--- config.mk ---
export PLATFORM = sky130hd
export DESIGN_NAME = fetch_inst_queue
export DESIGN_NICKNAME = d
export VERILOG_FILES = /design/src/rtl/fetch_inst_queue.sv
export SDC_FILE = /design/constraint.sdc
export NUM_CORES = 1
export LEC_CHECK = 0
export ABC_CLOCK_PERIOD_IN_PS = 3600
export CAP_MARGIN = 0
export CORE_MARGIN = 2
export CORE_UTILIZATION = 30
export DETAILED_ROUTE_END_ITERATION = 7
export SLEW_MARGIN = 30
export SYNTH_ARGS = -nofsm -noshare
export SYNTH_HDL_FRONTEND = slang
export SYNTH_SLANG_ARGS = --single-unit
--- constraint.sdc ---
create_clock -name clk -period 3.6 [get_ports clk]
set_input_delay 0.72 -clock clk [delete_from_list [all_inputs] [get_ports clk]]
set_output_delay 0.72 -clock clk [all_outputs]
set_load 0.01 [all_outputs]
--- src/rtl/fetch_inst_queue.sv ---
// -----------------------------------------------------------------------------
// fetch_inst_queue
// Register-based instruction queue between the fetch stage and decode.
// Decouples fetch stalls from decode stalls. The head entry is presented
// first-word-fall-through from the storage array. A flush empties the queue.
//
// Ports
//   clk        in   clock, rising edge
//   reset_     in   asynchronous active-low reset
//   flush      in   discard all entries; nothing is accepted or popped this cycle
//   in_valid   in   fetch offers {in_pc, in_inst, in_pred}
//   in_ready   out  queue not full (decoded from the occupancy register)
//   in_pc      in   PC of the offered instruction
//   in_inst    in   instruction word
//   in_pred    in   predicted-taken tag
//   out_valid  out  queue not empty (decoded from the occupancy register)
//   out_ready  in   decode consumes the head
//   out_pc     out  head PC, zero when empty
//   out_inst   out  head instruction, zero when empty
//   out_pred   out  head prediction tag, zero when empty
//   count      out  occupancy, 0..Depth
// -----------------------------------------------------------------------------
module fetch_inst_queue #(
  parameter int unsigned AddrWidth = 32,
  parameter int unsigned InstWidth = 32,
  parameter int unsigned Depth     = 4
) (
  input  logic                       clk,
  input  logic                       reset_,
  input  logic                       flush,
  input  logic                       in_valid,
  output logic                       in_ready,
  input  logic [AddrWidth-1:0]       in_pc,
  input  logic [InstWidth-1:0]       in_inst,
  input  logic                       in_pred,
  output logic                       out_valid,
  input  logic                       out_ready,
  output logic [AddrWidth-1:0]       out_pc,
  output logic [InstWidth-1:0]       out_inst,
  output logic                       out_pred,
  output logic [$clog2(Depth):0]     count
);

  localparam int unsigned PtrW = $clog2(Depth);
  localparam int unsigned CntW = PtrW + 1;
  localparam logic [CntW-1:0] FullCnt = CntW'(Depth);

  // Storage array; intentionally not reset.
  logic [AddrWidth-1:0] r_pc_mem   [Depth];
  logic [InstWidth-1:0] r_inst_mem [Depth];
  logic                 r_pred_mem [Depth];

  logic [PtrW-1:0] r_rd_ptr;
  logic [PtrW-1:0] r_wr_ptr;
  logic [CntW-1:0] r_count;

  logic w_full;
  logic w_empty;
  logic w_push;
  logic w_pop;

  // Full/empty come only from the occupancy register, so in_ready has no
  // combinational path from out_ready.
  assign w_full  = (r_count == FullCnt);
  assign w_empty = (r_count == '0);
  assign w_push  = in_valid & ~w_full & ~flush;
  assign w_pop   = ~w_empty & out_ready & ~flush;

  always_ff @(posedge clk or negedge reset_) begin
    if (!reset_) begin
      r_rd_ptr <= '0;
      r_wr_ptr <= '0;
      r_count  <= '0;
    end else if (flush) begin
      r_rd_ptr <= '0;
      r_wr_ptr <= '0;
      r_count  <= '0;
    end else begin
      if (w_push) r_wr_ptr <= r_wr_ptr + 1'b1;
      if (w_pop)  r_rd_ptr <= r_rd_ptr + 1'b1;
      r_count <= r_count + CntW'(w_push) - CntW'(w_pop);
    end
  end

  always_ff @(posedge clk) begin
    if (w_push) begin
      r_pc_mem[r_wr_ptr]   <= in_pc;
      r_inst_mem[r_wr_ptr] <= in_inst;
      r_pred_mem[r_wr_ptr] <= in_pred;
    end
  end

  assign in_ready  = ~w_full;
  assign out_valid = ~w_empty;
  assign count     = r_count;

  // Head is forced to zero while empty so stale storage never leaks out.
  assign out_pc   = w_empty ? '0   : r_pc_mem[r_rd_ptr];
  assign out_inst = w_empty ? '0   : r_inst_mem[r_rd_ptr];
  assign out_pred = w_empty ? 1'b0 : r_pred_mem[r_rd_ptr];

endmodule
Word level (Yosys, flattened, before mapping)
Memories as Yosys holds them, arrays and structs flattened.
Cells that the tools add are included.
Widths: inputs -> output; s select.
- RAM bits: 260
- logic and storage cells: 31
- memories kept: 3
- register bits after elaboration: 7
- output and inout bits: 70
- input port bits: 70
- reduce and logical (&&, ||, !) cells: 3
- add/subtract/negate cells: 4
- mux-type cells: 10
- bitwise logic cells: 7
- equality and inequality tests: 1
- memories (name ; depth ; bits a word ; rd ports ; clocked after memory_dff ; wr ports ; RTL line ; source):
    r_inst_mem ; 4 ; 32 ; 1 ; 0 ; 1 ; 50 ; logic [InstWidth-1:0] r_inst_mem [Depth];
    r_pc_mem ; 4 ; 32 ; 1 ; 0 ; 1 ; 49 ; logic [AddrWidth-1:0] r_pc_mem [Depth];
    r_pred_mem ; 4 ; 1 ; 1 ; 0 ; 1 ; 51 ; logic r_pred_mem [Depth];
- operators with widths (operator ; count):
    $mux 32 ; 2
    $mux 2 ; 4
    $add 2x1->2 const B ; 2
    $and 1x1->1 ; 4
    $reduce_bool 2->1 ; 2
    $add 3x1->3 ; 1
    $eq 3x3->1 const B ; 1
    $logic_not 3->1 ; 1
    $mux 1 ; 3
    $mux 3 ; 1
    $not 1->1 ; 3
    $sub 3x1->3 ; 1

Depth between registers and ports, before layout
- depth in word-level cells: 7
- mapped depth: 11
- depth with buffers taken out: 11

Least setup slack after synthesis
No wires, ideal clock.
- kind: input -> register
- start: in flush
- end: mem r_inst_mem[0][0], enable pin
- arrival time: 2.786 ns
- data required time: 3.170 ns
- slack: 0.384 ns
- stages on the path: 3
- library setup time: 0.430 ns
- buffers on the path: 1
- path through: clkbuf_1 > nor3_1 > and2_1
- cells in the longest elaborated chain, start to end: 4
- RTL lines (item ; RTL line ; source):
    start, declared ; 30 ; input logic flush,
    $not 1->1 ; 66 ; assign w_push = in_valid & ~w_full & ~flush;
    $and 1x1->1 ; 66 ;
    $mux 1 ; 86 ; if (w_push) begin
    $mux 1 (implied by the code) ; 88 ; r_inst_mem[r_wr_ptr] <= in_inst;
    end, declared ; 50 ;
No other way between the ends.

Worst setup path in the final report
- start: reg r_rd_ptr[1]
- end: out out_inst[22]
- cells in the longest elaborated chain, start to end: 2
- RTL lines (item ; RTL line ; source):
    start, declared ; 53 ; logic [PtrW-1:0] r_rd_ptr;
    start signal, assigned ; 80 ; if (w_pop) r_rd_ptr <= r_rd_ptr + 1'b1;
    $mem_v2 4x32 ; - ;
    $mux 32 ; 99 ; assign out_inst = w_empty ? '0 : r_inst_mem[r_rd_ptr];
    end, declared ; 39 ; output logic [InstWidth-1:0] out_inst,
No other way between the ends.

==> key figures <==
Outcome
  • Outcome: finished clean

Clocking
  • CTS tree: built
  • Clk sinks: 267
  • Root buffer cell: clkbuf_16
  • Skew-Pair Late Insertion Delay: 530 ps
  • Clock buffer depth: 3
  • Post CTS Setup Buffer Count: 0
  • TritonCTS buffer count: 29
  • H-tree Lvls: 1
  • Register clock-pin slew on the reported worst setup and hold paths: 60 ps

Yosys
  • Main flop type after synthesis: edfxtp_1
  • Compound-cell area share of the yosys netlist: 0.255%
  • Leading area contributor after synthesis: edfxtp_1
  • Synth Register Bits: 267
  • Sequential cell area fraction in the yosys report: 77.4%
  • Cell Area, Synth: 10300 um2
  • Synth top area cells: edfxtp_1 (76%), mux4_2 (14%), and2_1 (4.2%), dfrtp_1 (1.7%), buf_12 (0.78%)
  • Post-synth EDFFs: 260
  • Mux share of post-synthesis cell area: 14.3%
  • Post-Synth XOR/XNOR Area: 0.255%
  • Post-synth cell types: 24
  • Synth Instances: 461
  • Syn_nets: 538
  • Most frequent cell after synthesis: edfxtp_1
  • Area share of and/or/nand/nor cells after synthesis: 4.94%
  • Yosys warning count: 0
  • Largest family of logic cells by synthesized area: multiplexers
  • FFs w/ async S/R, synth: 2.62%
  • Syn avg cell area: 22.4 um2
  • Most frequent cells after synthesis: edfxtp_1 (260), and2_1 (70), mux4_2 (65), clkbuf_1 (10)
  • Share of the synthesized area in the top cell type: 75.7%
  • Post-Synth Adder-Cell Area: 0.922%

Timing
  • Final setup fails: 0
  • Fin. max-slew vios: 0
  • Fin crit period: 3400 ps
  • RSZ-0062 raised after global routing: no
  • Final period util: 94.5%
  • Sum Neg Setup Slack: 0 ps
  • FMAX: 294 MHz
  • Max_slew headroom: 58.2%
  • Clock skew: 15.1 ps
  • Slew @ Worst Pin: 627 ps
  • Final hold vios: 0

Die
  • I/O Pins: 140
  • Die W: 189 um
  • Die Area: 35900 um2
  • Die H: 189 um
  • Initial Utilization: 30.6%
  • Core ar.: 33700 um2
  • Rows: 67

Drt
  • First-pass iteration count of the detailed router: 4
  • Vias per std cell: 4.58
  • Wirelength per Cell: 20.0 um
  • Final Routed Wirelength: 21700 um
  • Final ANT Viol Nets: 0
  • Starting DRT DRC Count: 229
  • Detailed-route DRC error count: 0
  • Vias: 4967

Power
  • P_leak: 4.15 nW
  • Switching Fraction: 26.1%
  • Clock power frac: 30.3%
  • Maximum vdd drop: 0.625 mV
  • Seq pwr share: 40.5%
  • Psw: 2.40 mW
  • Pwr Density: 696 nW/um2
  • Combinational fraction of design power: 29.2%
  • Int Pwr: 6.78 mW

Final layout
  • Diodes inserted: 0
  • Final nets: 697
  • Synth-to-Final Area Change: 27.9%
  • Post-route insts no fill: 1085
  • Layout cells sized above 1: 18.7%

Global routing
  • Largest net degree at the start of global routing: 54
  • Initial antenna violation count: 1
  • Grt total ovfl: 0
  • Total Routing Usage GR: 12.0%
  • First-pass GRT wire length: 32800 um
  • Vias in the first global route: 5479

Setup path
  • CP Launch Type: register
  • Worst-path maximum fanout: 26
  • Worst setup EP type: output pin
  • Critical path class: reg -> out
  • Critical Path RT: 2880 ps
  • CP arrival: 2680 ps

Placement
  • Port Buffers: 139
  • Routability Congestion: 0.722
  • Final HPWL DP: 12700 um
  • Inst Count DP: 1036

Run
  • Max Cap Viol: 0

Min path
  • Min-delay worst type: in -> async
## cells by family (layout without fill, tap and decap cells)
family | after synthesis | in the layout
buf+inv | 30 | 206
compound gates | 4 | 4
mux | 66 | 66
simple gates | 84 | 84
xor+xnor | 3 | 3
fa+ha+maj | 7 | 7
flops | 267 | 267
## critical path: stages, from the launching register on
cell and delay, ps:
dfrtp_4 740, buf_4 380, mux4_2 350, and2_1 200
clkdlybuf4s50_1 490
## power by group through the flow
stage | Sequential, mW | Clock, mW | Combinational [mW]
after floorplan | 3.71 | 0 | 1.51
after detailed placement | 3.78 | 0 | 2.71
after global routing | 3.74 | 2.99 | 2.89
after CTS | 3.72 | 2.87 | 2.72
after global placement | 3.76 | 0 | 2.68
final | 3.72 | 2.78 | 2.68
## what timing repair did
item,4_1_cts,5_1_grt
gates resized for setup,0,1
setup endpoints to repair,0,22
endpoints found under the hold margin,0,0
hold buffers,0,0
## stage by stage
step                      setup WS (ps)  hold slack [ps]  power, mW  util (%)  area [um2]
final                               198              463       9.18      39.1       13200
after global routing               58.1              448       9.62      39.1       13200
after CTS                          23.1              428       9.31      39.0       13200
after detailed placement            281              616       6.49      36.4       12300
after global placement              471              583       6.44      36.4       12300
after floorplan                     384              424       5.22         -       10300
## worst paths after layout
path,from,endpoint,slack [ps],cells after the start
setup / recovery,r_rd_ptr[1]$_DFFE_PN0P_,out_inst[22],200,4
min in group clk,r_wr_ptr[1]$_DFFE_PN0P_,r_wr_ptr[1]$_DFFE_PN0P_,630,2
setup reg to reg,count[1]$_DFF_PN0_,count[2]$_DFF_PN0_,780,11
hold / removal,reset_,r_rd_ptr[0]$_DFFE_PN0P_,460,1
hold reg to reg,r_wr_ptr[1]$_DFFE_PN0P_,r_wr_ptr[1]$_DFFE_PN0P_,630,2
max in group asynchronous,reset_,r_rd_ptr[1]$_DFFE_PN0P_,2840,1
## final cells by class
cell class	count	area, um2
clock buffer	33	741
clock inverter	15	141
fill	3075	20500
inverter	7	26.3
multi-input combinational	164	2150
sequential	267	7990
tap	448	561
timing repair buffer	151	1580
## cell usage in the layout, fill, tap and decap left out, types with 2 or more instances in the layout
| cell | netlist | routed |
|---|---|---|
| edfxtp_1 | 260 | 260 |
| clkdlybuf4s50_1 | 0 | 139 |
| and2_1 | 70 | 66 |
| mux4_2 | 65 | 65 |
| clkbuf_16 | 0 | 30 |
| clkinv_1 | 0 | 9 |
| inv_1 | 7 | 7 |
| nor2_1 | 6 | 6 |
| ha_1 | 6 | 6 |
| dfrtp_1 | 7 | 5 |
| buf_12 | 4 | 5 |
| buf_4 | 1 | 5 |
| and2_4 | 0 | 4 |
| clkbuf_1 | 10 | 4 |
| xor2_1 | 3 | 3 |
| bufinv_16 | 0 | 3 |
| nor3_1 | 2 | 2 |
| nand2b_1 | 2 | 2 |
| clkinv_2 | 0 | 2 |
| dfrtp_4 | 0 | 2 |
## registers in the layout, summed over array words and instances, names as in the netlist
| signal | cells |
|---|---|
| count | 3 |
| r_pc_mem | 128 |
| r_wr_ptr | 2 |
| r_rd_ptr | 2 |
| r_pred_mem | 4 |
| r_inst_mem | 128 |
## layer usage
layer,part of all wire [%],track usage (%),up-vias
met4,1.5,2.74,2
met1,44,15.6,2615
met2,49,20.5,149
met5,0.060,0,-
met3,5.3,2.59,27
li1,-,-,2174
Note: power is estimated with default switching activity, not from simulation.
==> patch 1, RTL diff (same settings) <==
The parameter `InstWidth` goes from 32 to 28.
--- a/src/rtl/fetch_inst_queue.sv
+++ b/src/rtl/fetch_inst_queue.sv
@@ -24,3 +24,3 @@
   parameter int unsigned AddrWidth = 32,
-  parameter int unsigned InstWidth = 32,
+  parameter int unsigned InstWidth = 28,
   parameter int unsigned Depth     = 4
Interface: changed (resized in_inst and out_inst); port bits go from 140 to 132. No check against the original RTL was run, so the function may have changed too.
==> patch 1 against the original RTL <==
- via count decreased by 6.4%
- sequential cell count shrank 16
- power decreased by 3.6%
- clock skew decreased by 0.0087 ns
- cell area decreased by 5.2%
- sequential share of layout area down 0.54 points
- worst setup slack better by 0.095 ns
- synthesized area fell by 6.0%
- hold slack got worse by 0.0030 ns
- wire length decreased by 10%
- sequential power shrank 6.7%
- critical path type unchanged
- critical endpoint is now out_inst[17]
- largest cell class unchanged
- highest routed layer is now met4
==> patch 1: results (changes against the original RTL) <==
| Metric | Value |
|---|---|
| Post-placement cell count | 959 (was 1036) |
| Area fraction of clock buffers and clock inverters | 7.54% (was 6.69%) |
| Power in combinational cells | 0.00253 W (was 0.00268 W) |
| I/O Buffers | 131 (was 139) |
| Top area cells in the synthesized netlist | sky130_fd_sc_hd__edfxtp_1 76%, sky130_fd_sc_hd__mux4_2 14%, sky130_fd_sc_hd__nor2b_1 4.0% (was sky130_fd_sc_hd__edfxtp_1 76%, sky130_fd_sc_hd__mux4_2 14%, sky130_fd_sc_hd__and2_1 4.2%) |
| Nets | 661 (was 697) |
| Number of buffers inserted during clock tree synthesis | 28 (was 29) |
| Pre-CTS setup slack | 0.397 ns (was 0.281 ns) |
| Post-Route Hold Slack | 0.460 ns (was 0.463 ns) |
| Most used standard cells in the synthesized netlist | 244 x sky130_fd_sc_hd__edfxtp_1, 62 x sky130_fd_sc_hd__nor2b_1, 61 x sky130_fd_sc_hd__mux4_2, 8 x sky130_fd_sc_hd__inv_1 (was 260 x sky130_fd_sc_hd__edfxtp_1, 70 x sky130_fd_sc_hd__and2_1, 65 x sky130_fd_sc_hd__mux4_2, 10 x sky130_fd_sc_hd__clkbuf_1) |
| Number of different library cells in the post-synthesis netlist | 23 (was 24) |
| Instance area after placement | 11500 sq um (was 12300 sq um) |
| Area growth syn-to-layout | 29.1% (was 27.9%) |
| Detailed-route wire length | 19500 um (was 21700 um) |
| Antenna violations before repair | 0 (was 1) |
| Arrival time of data at the critical path endpoint | 2.59 ns (was 2.68 ns) |
| Smallest setup slack after layout | 0.293 ns (was 0.198 ns) |
| Leakage dissipation | 3.95 nW (was 4.15 nW) |
| Proportion of cell area occupied by multi-input gates | 16.3% (about the same) |
| Routed vias/inst | 4.59 (was 4.58) |
| Biggest regs | r_pc_mem (128), r_inst_mem (112), r_pred_mem (4) (was r_inst_mem (128), r_pc_mem (128), r_pred_mem (4)) |
| Total nets after synthesis | 510 (was 538) |
| Fraction of area in non-clock buffers | 11.9% (was 12.0%) |
| Max-slew headroom | 61.6% (was 58.2%) |
| DRC violation total after the first TritonRoute iteration | 254 (was 229) |
| Clock tree buffer count of the final layout | 31 (was 33) |
| Worst clock skew | 0.00635 ns (was 0.0151 ns) |
| Largest voltage drop on the vdd net | 0.000413 V (was 0.000625 V) |
| Outcome | completed (unchanged) |
| Clock network fraction of total power | 32.2% (was 30.3%) |
patch 1: worst max-delay path, stage by stage (launching register included):
cell	delay, ns
sky130_fd_sc_hd__dfrtp_4	0.73
sky130_fd_sc_hd__buf_12	0.28
sky130_fd_sc_hd__mux4_2	0.34
sky130_fd_sc_hd__nor2b_1	0.16
sky130_fd_sc_hd__clkdlybuf4s50_1	0.50
patch 1: cell families after synthesis:
kind of cell,after synthesis,share of synthesized area (%)
AO/OA/AOI/OAI,5,0.284
AND/OR/NAND/NOR,81,5.10
flip-flops,251,77.4
buffers and inverters,29,1.76
XOR/XNOR,2,0.181
adder cells (fa/ha/maj),7,0.981
multiplexers,62,14.3
patch 1: metal layers:
layer	vias up	routed length [um]	share of wire, %	global-route usage (%)
met4	0	496	2.5	3.30
met1	2429	7900	40	13.9
li1	2066	-	-	-
met2	120	10200	52	21.3
met5	-	0	0	0
met3	35	912	4.7	2.48
==> patch 2, RTL diff (same settings) <==
Made on the original files. Make the reset (`reset_`) synchronous in one clocked block. Comments in the files are not updated.
--- a/src/rtl/fetch_inst_queue.sv
+++ b/src/rtl/fetch_inst_queue.sv
@@ -68,3 +68,3 @@
 
-  always_ff @(posedge clk or negedge reset_) begin
+  always_ff @(posedge clk) begin
     if (!reset_) begin
Behaviour: differs if reset_ is asserted again (counterexample within 4 cycles, from zero or initial values and one cycle with reset_ low); with reset_ held inactive, the same outputs for 4 cycles.
==> patch 2 against the original RTL <==
- non-clock buffer count increased by 1
- wire length down 4.5%
- worst setup slack improved by 0.11 ns
- critical endpoint is now out_inst[27]
- synthesized area decreased by 0.11%
- critical path depth is the same
- sequential share of layout area shrank 0.37 points
- highest routed layer is now met4
- sequential cell count grew 2
- cell area up 0.67%
- critical path type unchanged
Power is not compared: it rests on default switching activity, and its combinational part moved more than twofold at a synthesized area within 25%.
==> patch 2: results (changes against the original RTL) <==
| Metric | Value |
|---|---|
| Outcome | completed (unchanged) |
| Most used standard cells in the synthesized netlist | 260 x sky130_fd_sc_hd__edfxtp_1, 67 x sky130_fd_sc_hd__and2_1, 65 x sky130_fd_sc_hd__mux4_2, 9 x sky130_fd_sc_hd__dfxtp_1 (was 260 x sky130_fd_sc_hd__edfxtp_1, 70 x sky130_fd_sc_hd__and2_1, 65 x sky130_fd_sc_hd__mux4_2, 10 x sky130_fd_sc_hd__clkbuf_1) |
| Via count of the first global-routing pass | 5526 (was 5479) |
| Biggest fanout along the worst timing path | 28 (was 26) |
| Placed wire-length estimate after detailed placement | 12700 um (about the same) |
| Met1 usage in global routing | 14.5% (was 15.6%) |
| M2 GR Usage | 20.6% (was 20.5%) |
| Area fraction of clock buffers and clock inverters | 7.20% (was 6.69%) |
| Antenna violations before repair | 0 (was 1) |
| Number of buffers inserted during clock tree synthesis | 30 (was 29) |
| First-pass GRT wire length | 31800 um (was 32800 um) |
| Met2 wire length | 10400 um (was 10600 um) |
| Tot GR Track Use | 11.6% (was 12.0%) |
| Pin count of the biggest net entering global routing | 67 (was 54) |
| DRC violation total after the first TritonRoute iteration | 278 (was 229) |
| Buffers, non-clock | 152 (was 151) |
| Min-delay worst type | reg -> reg (was in -> async) |
| Multi-input combinational cell count | 165 (was 164) |
| Clock tree buffer count of the final layout | 34 (was 33) |
| Crit Reg-Reg Startpoint | count[2] (was count[1]) |
| Fraction of layout instances using a drive strength above 1 | 20.6% (was 18.7%) |
| Final weighted congestion in routability-driven placement | 0.703 (was 0.722) |
| Met1 Wirelength | 8730 um (was 9640 um) |
| Top Metal Used | met4 (was met5) |
| Capture point of the critical path | out_inst[27] (was out_inst[22]) |
| Flop-to-flop setup slack | 1.12 ns (was 0.78 ns) |
| Cell at the slowest stage of the critical path | sky130_fd_sc_hd__dfxtp_4 (was sky130_fd_sc_hd__dfrtp_4) |
| Proportion of register bits with asynchronous set or reset after synthesis | 0% (was 2.62%) |
| Total nets after synthesis | 539 (was 538) |
| Number of different library cells in the post-synthesis netlist | 26 (was 24) |
| Detailed-route wire length | 20800 um (was 21700 um) |
| Filler Cells Inserted | 3067 (was 3075) |
| Fraction of area in non-clock buffers | 11.8% (was 12.0%) |
| Non-clock inverters | 6 (was 7) |
| Top area cells in the synthesized netlist | sky130_fd_sc_hd__edfxtp_1 76%, sky130_fd_sc_hd__mux4_2 14%, sky130_fd_sc_hd__and2_1 4.1% (was sky130_fd_sc_hd__edfxtp_1 76%, sky130_fd_sc_hd__mux4_2 14%, sky130_fd_sc_hd__and2_1 4.2%) |
| Metal3 WL | 1250 um (was 1160 um) |
| Slowest stage delay, CP | 0.65 ns (was 0.74 ns) |
==> patch 2: changes by cell type after synthesis, sizes merged, moves of 2 or more <==
cell    before  now
xnor2        0    2
and3         0    4
dfxtp        0    9
dfrtp        7    0
clkbuf      10    8
and2        70   68
nor3         2    0
==> patch 2: stage by stage <==
step / worst slack (ns) / util [%] / instances / total power (W) / cell area [sq um]
after detailed placement: 0.605 / 36.6 / 1040 / 0.00393 / 12300
after floorplan: 0.515 / - / 462 / 0.00370 / 10300
after global placement: 0.645 / 36.5 / 1040 / 0.00391 / 12300
final: 0.304 / 39.4 / 1095 / 0.00677 / 13300
after CTS: 0.218 / 39.4 / 1095 / 0.00687 / 13300
after global routing: 0.143 / 39.4 / 1095 / 0.00702 / 13300
==> patch 2: logic make-up after synthesis <==
logic type | synth area share (%)
flip-flops | 77.6
AND/OR/NAND/NOR | 5.02
adder cells (fa/ha/maj) | 0.923
multiplexers | 14.2
XOR/XNOR | 0.340
AO/OA/AOI/OAI | 0.401
buffers and inverters | 1.55
